## src/rtl/rv32i_pkg.sv

```systemverilog
// Shared RV32I types: FSM states, decoder class bit positions, writeback selects, opcodes.
package rv32i_pkg;

    localparam int unsigned CLASS_W = 10;
    localparam int unsigned WB_W    = 2;
    localparam int unsigned WAIT_W  = 16;

    // Bit positions inside the one-hot decoder class vector
    localparam int unsigned CLS_ALUREG = 0;
    localparam int unsigned CLS_ALUIMM = 1;
    localparam int unsigned CLS_BRANCH = 2;
    localparam int unsigned CLS_JALR   = 3;
    localparam int unsigned CLS_JAL    = 4;
    localparam int unsigned CLS_AUIPC  = 5;
    localparam int unsigned CLS_LUI    = 6;
    localparam int unsigned CLS_LOAD   = 7;
    localparam int unsigned CLS_STORE  = 8;
    localparam int unsigned CLS_SYSTEM = 9;

    // Writeback mux sources
    localparam logic [WB_W-1:0] WB_ALU  = 2'd0;
    localparam logic [WB_W-1:0] WB_LOAD = 2'd1;
    localparam logic [WB_W-1:0] WB_PC4  = 2'd2;
    localparam logic [WB_W-1:0] WB_UIMM = 2'd3;

    // Major opcodes, shared with the decoder
    localparam logic [6:0] OP_ALUREG = 7'b0110011;
    localparam logic [6:0] OP_ALUIMM = 7'b0010011;
    localparam logic [6:0] OP_BRANCH = 7'b1100011;
    localparam logic [6:0] OP_JALR   = 7'b1100111;
    localparam logic [6:0] OP_JAL    = 7'b1101111;
    localparam logic [6:0] OP_AUIPC  = 7'b0010111;
    localparam logic [6:0] OP_LUI    = 7'b0110111;
    localparam logic [6:0] OP_LOAD   = 7'b0000011;
    localparam logic [6:0] OP_STORE  = 7'b0100011;
    localparam logic [6:0] OP_SYSTEM = 7'b1110011;

    typedef enum logic [2:0] {
        FETCH      = 3'd0,
        WAIT_INSTR = 3'd1,
        EXECUTE    = 3'd2,
        WAIT_LOAD  = 3'd3,
        WAIT_STORE = 3'd4,
        HALT       = 3'd5,
        FAULT      = 3'd6
    } state_t;

    // True when exactly one class bit is set
    function automatic logic is_onehot(input logic [CLASS_W-1:0] v);
        return (v != '0) && ((v & (v - CLASS_W'(1))) == '0);
    endfunction

endpackage

```

## src/rtl/rv32i_mc_control.sv

```systemverilog
// Multi-cycle RV32I control FSM with retired-instruction counter and memory watchdog.
module rv32i_mc_control
    import rv32i_pkg::*;
#(
    parameter int unsigned CNT_W    = 32,
    parameter int unsigned MAX_WAIT = 255
) (
    input  logic               clk,
    input  logic               resetn,
    input  logic [CLASS_W-1:0] instr_class,
    input  logic [2:0]         funct3,
    input  logic               mem_ready,
    output logic               mem_rstrb,
    output logic               mem_wr,
    output logic               addr_sel,
    output logic               ir_we,
    output logic               pc_we,
    output logic               rf_we,
    output logic [WB_W-1:0]    wb_sel,
    output logic               halted,
    output logic               fault,
    output logic [CNT_W-1:0]   instret
);

    state_t             state_q, state_d;
    logic [WAIT_W-1:0]  wait_cnt_q, wait_cnt_d;
    logic [CNT_W-1:0]   instret_q, instret_d;
    logic               retire_c;
    logic               wait_limit_c;

    // Last permitted wait cycle: one more miss would exceed MAX_WAIT
    assign wait_limit_c = (wait_cnt_q == WAIT_W'(MAX_WAIT - 1));

    // State, watchdog and retire counter registers
    always_ff @(posedge clk or negedge resetn) begin
        if (!resetn) begin
            state_q    <= FETCH;
            wait_cnt_q <= '0;
            instret_q  <= '0;
        end else begin
            state_q    <= state_d;
            wait_cnt_q <= wait_cnt_d;
            instret_q  <= instret_d;
        end
    end

    // Next-state and datapath control decode
    always_comb begin
        state_d    = state_q;
        wait_cnt_d = wait_cnt_q;
        retire_c   = 1'b0;
        mem_rstrb  = 1'b0;
        mem_wr     = 1'b0;
        addr_sel   = 1'b0;
        ir_we      = 1'b0;
        pc_we      = 1'b0;
        rf_we      = 1'b0;
        wb_sel     = WB_ALU;

        case (state_q)
            FETCH: begin
                mem_rstrb  = 1'b1;
                wait_cnt_d = '0;
                state_d    = WAIT_INSTR;
            end

            WAIT_INSTR: begin
                if (mem_ready) begin
                    ir_we   = 1'b1;
                    state_d = EXECUTE;
                end else if (wait_limit_c) begin
                    state_d = FAULT;
                end else begin
                    wait_cnt_d = wait_cnt_q + WAIT_W'(1);
                end
            end

            EXECUTE: begin
                if (!is_onehot(instr_class)) begin
                    state_d = FAULT;
                end else if (instr_class[CLS_ALUREG] || instr_class[CLS_ALUIMM]) begin
                    rf_we    = 1'b1;
                    wb_sel   = WB_ALU;
                    pc_we    = 1'b1;
                    retire_c = 1'b1;
                    state_d  = FETCH;
                end else if (instr_class[CLS_JAL] || instr_class[CLS_JALR]) begin
                    rf_we    = 1'b1;
                    wb_sel   = WB_PC4;
                    pc_we    = 1'b1;
                    retire_c = 1'b1;
                    state_d  = FETCH;
                end else if (instr_class[CLS_LUI] || instr_class[CLS_AUIPC]) begin
                    rf_we    = 1'b1;
                    wb_sel   = WB_UIMM;
                    pc_we    = 1'b1;
                    retire_c = 1'b1;
                    state_d  = FETCH;
                end else if (instr_class[CLS_BRANCH]) begin
                    pc_we    = 1'b1;
                    retire_c = 1'b1;
                    state_d  = FETCH;
                end else if (instr_class[CLS_LOAD]) begin
                    mem_rstrb  = 1'b1;
                    addr_sel   = 1'b1;
                    wait_cnt_d = '0;
                    state_d    = WAIT_LOAD;
                end else if (instr_class[CLS_STORE]) begin
                    mem_wr     = 1'b1;
                    addr_sel   = 1'b1;
                    wait_cnt_d = '0;
                    state_d    = WAIT_STORE;
                end else begin
                    // SYSTEM: ECALL/EBREAK stop the core, CSR ops retire as NOPs
                    retire_c = 1'b1;
                    if (funct3 == 3'd0) begin
                        state_d = HALT;
                    end else begin
                        pc_we   = 1'b1;
                        state_d = FETCH;
                    end
                end
            end

            WAIT_LOAD: begin
                addr_sel = 1'b1;
                if (mem_ready) begin
                    rf_we    = 1'b1;
                    wb_sel   = WB_LOAD;
                    pc_we    = 1'b1;
                    retire_c = 1'b1;
                    state_d  = FETCH;
                end else if (wait_limit_c) begin
                    state_d = FAULT;
                end else begin
                    wait_cnt_d = wait_cnt_q + WAIT_W'(1);
                end
            end

            WAIT_STORE: begin
                addr_sel = 1'b1;
                if (mem_ready) begin
                    pc_we    = 1'b1;
                    retire_c = 1'b1;
                    state_d  = FETCH;
                end else if (wait_limit_c) begin
                    state_d = FAULT;
                end else begin
                    wait_cnt_d = wait_cnt_q + WAIT_W'(1);
                end
            end

            HALT: begin
                state_d = HALT;
            end

            FAULT: begin
                state_d = FAULT;
            end

            default: begin
                state_d = FAULT;
            end
        endcase

        // Strobes must be quiet while reset is held, even though the state reads FETCH
        if (!resetn) begin
            mem_rstrb = 1'b0;
            mem_wr    = 1'b0;
            addr_sel  = 1'b0;
            ir_we     = 1'b0;
            pc_we     = 1'b0;
            rf_we     = 1'b0;
            wb_sel    = WB_ALU;
            retire_c  = 1'b0;
        end
    end

    // Retired-instruction counter, wraps naturally
    always_comb begin
        instret_d = instret_q;
        if (retire_c) begin
            instret_d = instret_q + CNT_W'(1);
        end
    end

    assign halted  = (state_q == HALT);
    assign fault   = (state_q == FAULT);
    assign instret = instret_q;

endmodule

```

## config.mk

```make
export PLATFORM = sky130hd
export DESIGN_NAME = rv32i_mc_control
export DESIGN_NICKNAME = d
export VERILOG_FILES = /design/src/rtl/rv32i_pkg.sv /design/src/rtl/rv32i_mc_control.sv
export SDC_FILE = /design/constraint.sdc
export NUM_CORES = 1
export LEC_CHECK = 0
export ABC_AREA = 1
export CAP_MARGIN = 15
export CORE_UTILIZATION = 29
export DETAILED_ROUTE_END_ITERATION = 8
export GPL_TIMING_DRIVEN = 0
export PLACE_DENSITY = 0.53
export SLEW_MARGIN = 0
export SYNTH_ARGS = -nofsm -noshare
export SYNTH_HDL_FRONTEND = slang
export SYNTH_SLANG_ARGS = --single-unit
```

## constraint.sdc

```tcl
create_clock -name clk -period 2.4 [get_ports clk]
set_input_delay 0.6 -clock clk [delete_from_list [all_inputs] [get_ports clk]]
set_output_delay 0.6 -clock clk [all_outputs]
set_load 0.005 [all_outputs]
```

* Yosys cells after proc, flatten, opt, wreduce, memory -nomap -nowiden
Index checks and enable logic that the tools add are counted.
Widths: inputs -> output; s select.
** Operators by class
- Add/subtract/negate cells :: 3
- Bitwise gates (word level) :: 1
- Eq/ne operators :: 15
- Reductions and logical operators :: 12
- Multiplexer cells :: 82
** Operator list (count)
- $mux 16 :: 9
- $mux 1 :: 49
- $pmux 16 s3 :: 1
- $mux 3 :: 11
- $add 32x1->32 const B :: 1
- $add 16x1->16 const B :: 1
- $eq 16x8->1 const B :: 1
- $pmux 3 s5 :: 1
- $ne 2x2->1 const B :: 7
- $and 10x10->10 :: 1
- $logic_not 10->1 :: 1
- $mux 2 :: 5
- $pmux 1 s2 :: 5
- $reduce_bool 10->1 :: 1
- $sub 10x1->10 const B :: 1
- $eq 3x3->1 const B :: 3
- $reduce_and 9->1 :: 1
- $eq 3x2->1 const B :: 2
- $logic_not 3->1 :: 2
- $pmux 2 s2 :: 1
- $eq 3x1->1 const B :: 1
- $logic_or 1x1->1 :: 3
- $ne 3x3->1 const B :: 1
- $reduce_bool 3->1 :: 1
- other kinds (3) :: 3
** Word-level totals
- Bits in registers :: 51
- Input bits :: 16
- Logic and storage cells :: 116

* Longest topological paths before layout
- Word-level depth :: 11
- Gate-level depth with buffers :: 13
- Mapped depth without buffers :: 12

* Worst setup path after synthesis
OpenSTA, ideal clock, no wires.
- Kind :: input port to output port
- From :: input port instr_class[5]
- To :: output port pc_we
- Arrival :: 1809 ps
- Setup slack :: -9 ps
- Path buffers :: 1
- Stages :: 10
- Cell sequence :: nor2_1 nand2_2 nor2_4 nand3_1 nand2_2 inv_1 nor2_2 nand4_2 buf_2 a21oi_1
** On the way
- Longest elaborated chain between the ends :: 7
** RTL lines
- from (decl) :: RTL line rv32i_mc_control.sv:10 : input logic [CLASS_W-1:0] instr_class,
- $sub 10x1->10 or $logic_or 1x1->1 (tied branches) :: RTL line rv32i_pkg.sv:50, rv32i_mc_control.sv:93
- $and 10x10->10 or $mux 1 (tied branches) :: RTL line rv32i_pkg.sv:50, rv32i_mc_control.sv:93
- $logic_not 10->1 or $mux 1 (tied branches) :: RTL line rv32i_pkg.sv:50, rv32i_mc_control.sv:87
- $logic_and 1x1->1 or $mux 1 (tied branches) :: RTL line rv32i_pkg.sv:50, rv32i_mc_control.sv:81
- $mux 1 * :: RTL line rv32i_mc_control.sv:79 : if (!is_onehot(instr_class)) begin
- $pmux 1 s2 * :: RTL line rv32i_mc_control.sv:60 : case (state_q)
- $mux 1 * :: RTL line rv32i_mc_control.sv:167 : if (!resetn) begin
- to (decl) :: RTL line rv32i_mc_control.sv:17 : output logic pc_we,
Mark *: on every way between the ends. The rest lies on a longest branch, timed or not.

* Worst setup path after layout
- From :: input port instr_class[1]
- To :: output port pc_we
** On the way
- Longest elaborated chain between the ends :: 7
** RTL lines
- $sub 10x1->10 :: RTL line rv32i_pkg.sv:50 : return (v != '0) && ((v & (v - CLASS_W'(1))) == '0);
- $and 10x10->10 :: RTL line rv32i_pkg.sv:50
- $logic_not 10->1 :: RTL line rv32i_pkg.sv:50
- $logic_and 1x1->1 :: RTL line rv32i_pkg.sv:50
- $mux 1 * :: RTL line rv32i_mc_control.sv:79
- $pmux 1 s2 * :: RTL line rv32i_mc_control.sv:60
- $mux 1 * :: RTL line rv32i_mc_control.sv:167
Marks and branches as above.

==> metrics.md <==
| Metric | Value |
|---|---|
| Rel. slew slack | 0.604 |
| Die height | around 120 um |
| GRT overflow | 0 |
| Design area | 0.00506 sq mm |
| Vias in the first global route | 3697 |
| CTS tree | yes |
| Residual DRC | 0 |
| Reg-to-reg slack, setup | 370 ps |
| Final min period | 2610 ps |
| Int Pwr | 1.70 mW |
| First-pass GRT wire length | 18.3 mm |
| Final worst slack | -206 ps |
| Top Ports | just under 60 |
| DR vias | 3963 |
| Reg power frac | 0.364 |
| Clock Power Share | 0.239 |
| Power Total | between 2 and 3 mW |
| Reg-to-reg startpoint | instret[0] |
| Routed WL per cell | around 14 um |
| ANT cells | 0 |
| Arr. time, crit path | 2010 ps |
| Crit path depth | 12 |
| Placed Area | 0.00459 sq mm |
| Hold violation total from the final report | 0 |
| Via-per-instance ratio | 4.80 |
| Worst-Margin Slew | between 500 and 600 ps |
| Nature of the critical path endpoint | primary output |
| Crit path max-delay family | simple AND/OR/NAND/NOR gates |
| Worst Setup EP | pc_we |
| Mean Syn Cell Area | 6.64 sq um |
| Clock sinks | between 50 and 60 |
| Post-synth net total | 589 |
| # port buffers | 57 |
| Combinational power share | 0.397 |
| Cell Chain, Critical Path | buf_8 > nor2_4 > nand2_2 > nand2_2 > inv_2 > nor2_1 > nand4_1 > nor2_4 > buf_6 > nand4_4 > a21oi_2 > buf_2 |
| Reg clk slew, reported paths | 70 ps |
| Routed Antenna Nets | 0 |
| Post-synthesis cell count | 570 |
| H-tree Lvls | 2 |
| Area of the mapped netlist | 0.00379 sq mm |
| Clk_lat worst skew | 300 ps |
| Floorplan row count | 41 |
| Net switching power | approximately 1.2 mW |
| Routability-driven placement congestion ratio | 0.886 |
| Synth cell types | 33 |
| DRT iter0 DRCs | approximately 240 |
| Pin count of the biggest net entering global routing | 20 |
| Core box area | 0.0127 sq mm |
| GRT Overall Usage | 0.173 |
| CTS Buffer Depth | 2 |
| Dpl hpwl | 8.15 mm |
| Full die area | 0.0135 sq mm |
| Nets@finish | 673 |
| Register-to-Register Path Depth | 8 |
| Status | complete, but fails checks |
| Worst setup SP type | input port |
| WP data required | 1800 ps |
| Layout cells sized above 1 | 0.162 |
| CP max FO | 3 |
| Die Width | 116 um |
| MaxCap Viol Count | 0 |
| Routed WL | 11.3 mm |
| Worst flop-to-flop path endpoint | instret[24] |
| Yosys Warn Count | 0 |
| Worst path buffer plus inverter count | 4 |
| Final setup vio count | 7 |
| Slowest stage cell, crit path | nand4_1 |
| Setup Crit Path Kind | in -> out |
| Seq cells post-synth | 51 |
| Clk_skew | between 8 and 9 ps |
| Pwr Density | 564 mW/mm^2 |
| Sequential area share after synthesis | 0.337 |
| Non-Filler Instances | approximately 830 |
| Final Cycle Share | 1.09 |
| FMAX | about 380 MHz |
| CTS Hold Bufs | 0 |
| Crit path from | instr_class[1] |
| Most common cell after layout, fill and taps aside | nand2_1 |
| Final hold slack | 120 ps |
| Switching part of the total power | 0.404 |
| Final Max Tran Viols | 0 |
| Initial antenna violation count | 0 |
| Leak Pwr | between 2 and 2.5 nW |
| Failing checks | setup timing |
| Max stage delay on crit path | 180 ps |
| CTS root buffer | clkbuf_16 |
| Dpl cells | 800 |
| RSZ-0062 raised after global routing | true |
| Setup TNS | -1030 ps |
| Worst min-delay path category | in -> async |
| CTS buffer count | 5 |
| Peak supply drop | 0.000251 V |
| Initial Util | 0.299 |
| Most frequent cells in the layout | 154 x nand2_1, 91 x nand3_1, 63 x nor2_1, 49 x dfrtp_1, 47 x inv_1 |
| First-pass DRT Iterations | 4 |
| Area growth, synth to finish | 33.6% |
[area by class of cell]
type	instances	area (sq um)
fillers	1317	7610
inverters	55	206
repair buffers	78	782
clock buffers	6	129
flip-flops and latches	51	1280
plain buffers	16	96.3
multi-input cells	447	2350
well taps	172	215
[power groups by stage]
stage          logic, mW  registers [mW]  clock network (mW)
6_report            1.13            1.04               0.682
5_1_grt             1.27            1.05               0.733
4_1_cts             1.11            1.03               0.705
3_5_place_dp        1.04            1.04                   0
3_3_place_gp        1.03            1.04                   0
2_1_floorplan      0.666            1.01                   0
[sequential cells by signal, indices dropped and copies added (netlist names)]
name / count
instret: 32
state_q: 3
wait_cnt_q: 16
[cell usage after synthesis (all sizes together)]
cell type  instances  area [sq um]
nand2            169           652
nand3             94           488
nor2              74           305
inv               54           203
dfrtp             51          1280
nor3              27           135
xor2              27           236
buf               13          73.8
nand4             12          81.3
o21ai             11          70.1
a21oi             10          53.8
xnor2             10          87.6
clkbuf             4          15.0
ha                 3          37.5
nor3b              3          22.5
nor4               3          18.8
o22ai              2          12.5
a31oi              1          6.26
clkinv             1          3.75
o311ai             1          8.76
[worst min path at each step]
stage	startpoint	to	slack (ps)	cells past startpoint
6_report	resetn	wait_cnt_q[10]	120	1
4_1_cts	resetn	wait_cnt_q[10]	120	1
3_5_place_dp	wait_cnt_q[9]	wait_cnt_q[9]	480	2
2_1_floorplan	resetn	instret[0]	300	0
3_3_place_gp	wait_cnt_q[9]	wait_cnt_q[9]	490	2
5_1_grt	resetn	wait_cnt_q[10]	130	1
[kinds of logic (layout without fill, tap and decap cells)]
logic type,Yosys count,after routing,share of synthesized area
simple gates,382,382,0.450
fa+ha+maj,3,3,0.00991
buf+inv,72,155,0.0780
flops,51,51,0.337
xor+xnor,37,37,0.0856
compound gates,25,25,0.0400
[what timing repair did]
item / 4_1_cts / 5_1_grt
resized for setup: 115 / 17
hold endpoints to repair: 0 / 0
endpoints found under the setup margin: 8 / 7
gates cloned: 2 / 0
pin swaps: 26 / 21
buffers inserted: 13 / 5
[per-stage QoR]
stage,setup slack [ps],util
global placement,-2770,0.361
finish,-206,0.399
floorplan,11.1,-
global route,-315,0.399
detailed placement,-1220,0.363
CTS,-262,0.395
[metal layers]
metal  wire (um)  track usage
met5           0            0
met4         241       0.0581
met3         387       0.0249
met2        5170        0.279
met1        5540        0.237
[worst register-to-register path: stages, from the launching register on]
cell,delay (ps)
dfrtp_1,440
ha_1,260
nand3_1,230
inv_1,160
nand2_1,130
nor3_1,350
xor2_1,220
nand3_1,110
nand2_1,80
Note: power is estimated with default switching activity, not from simulation.
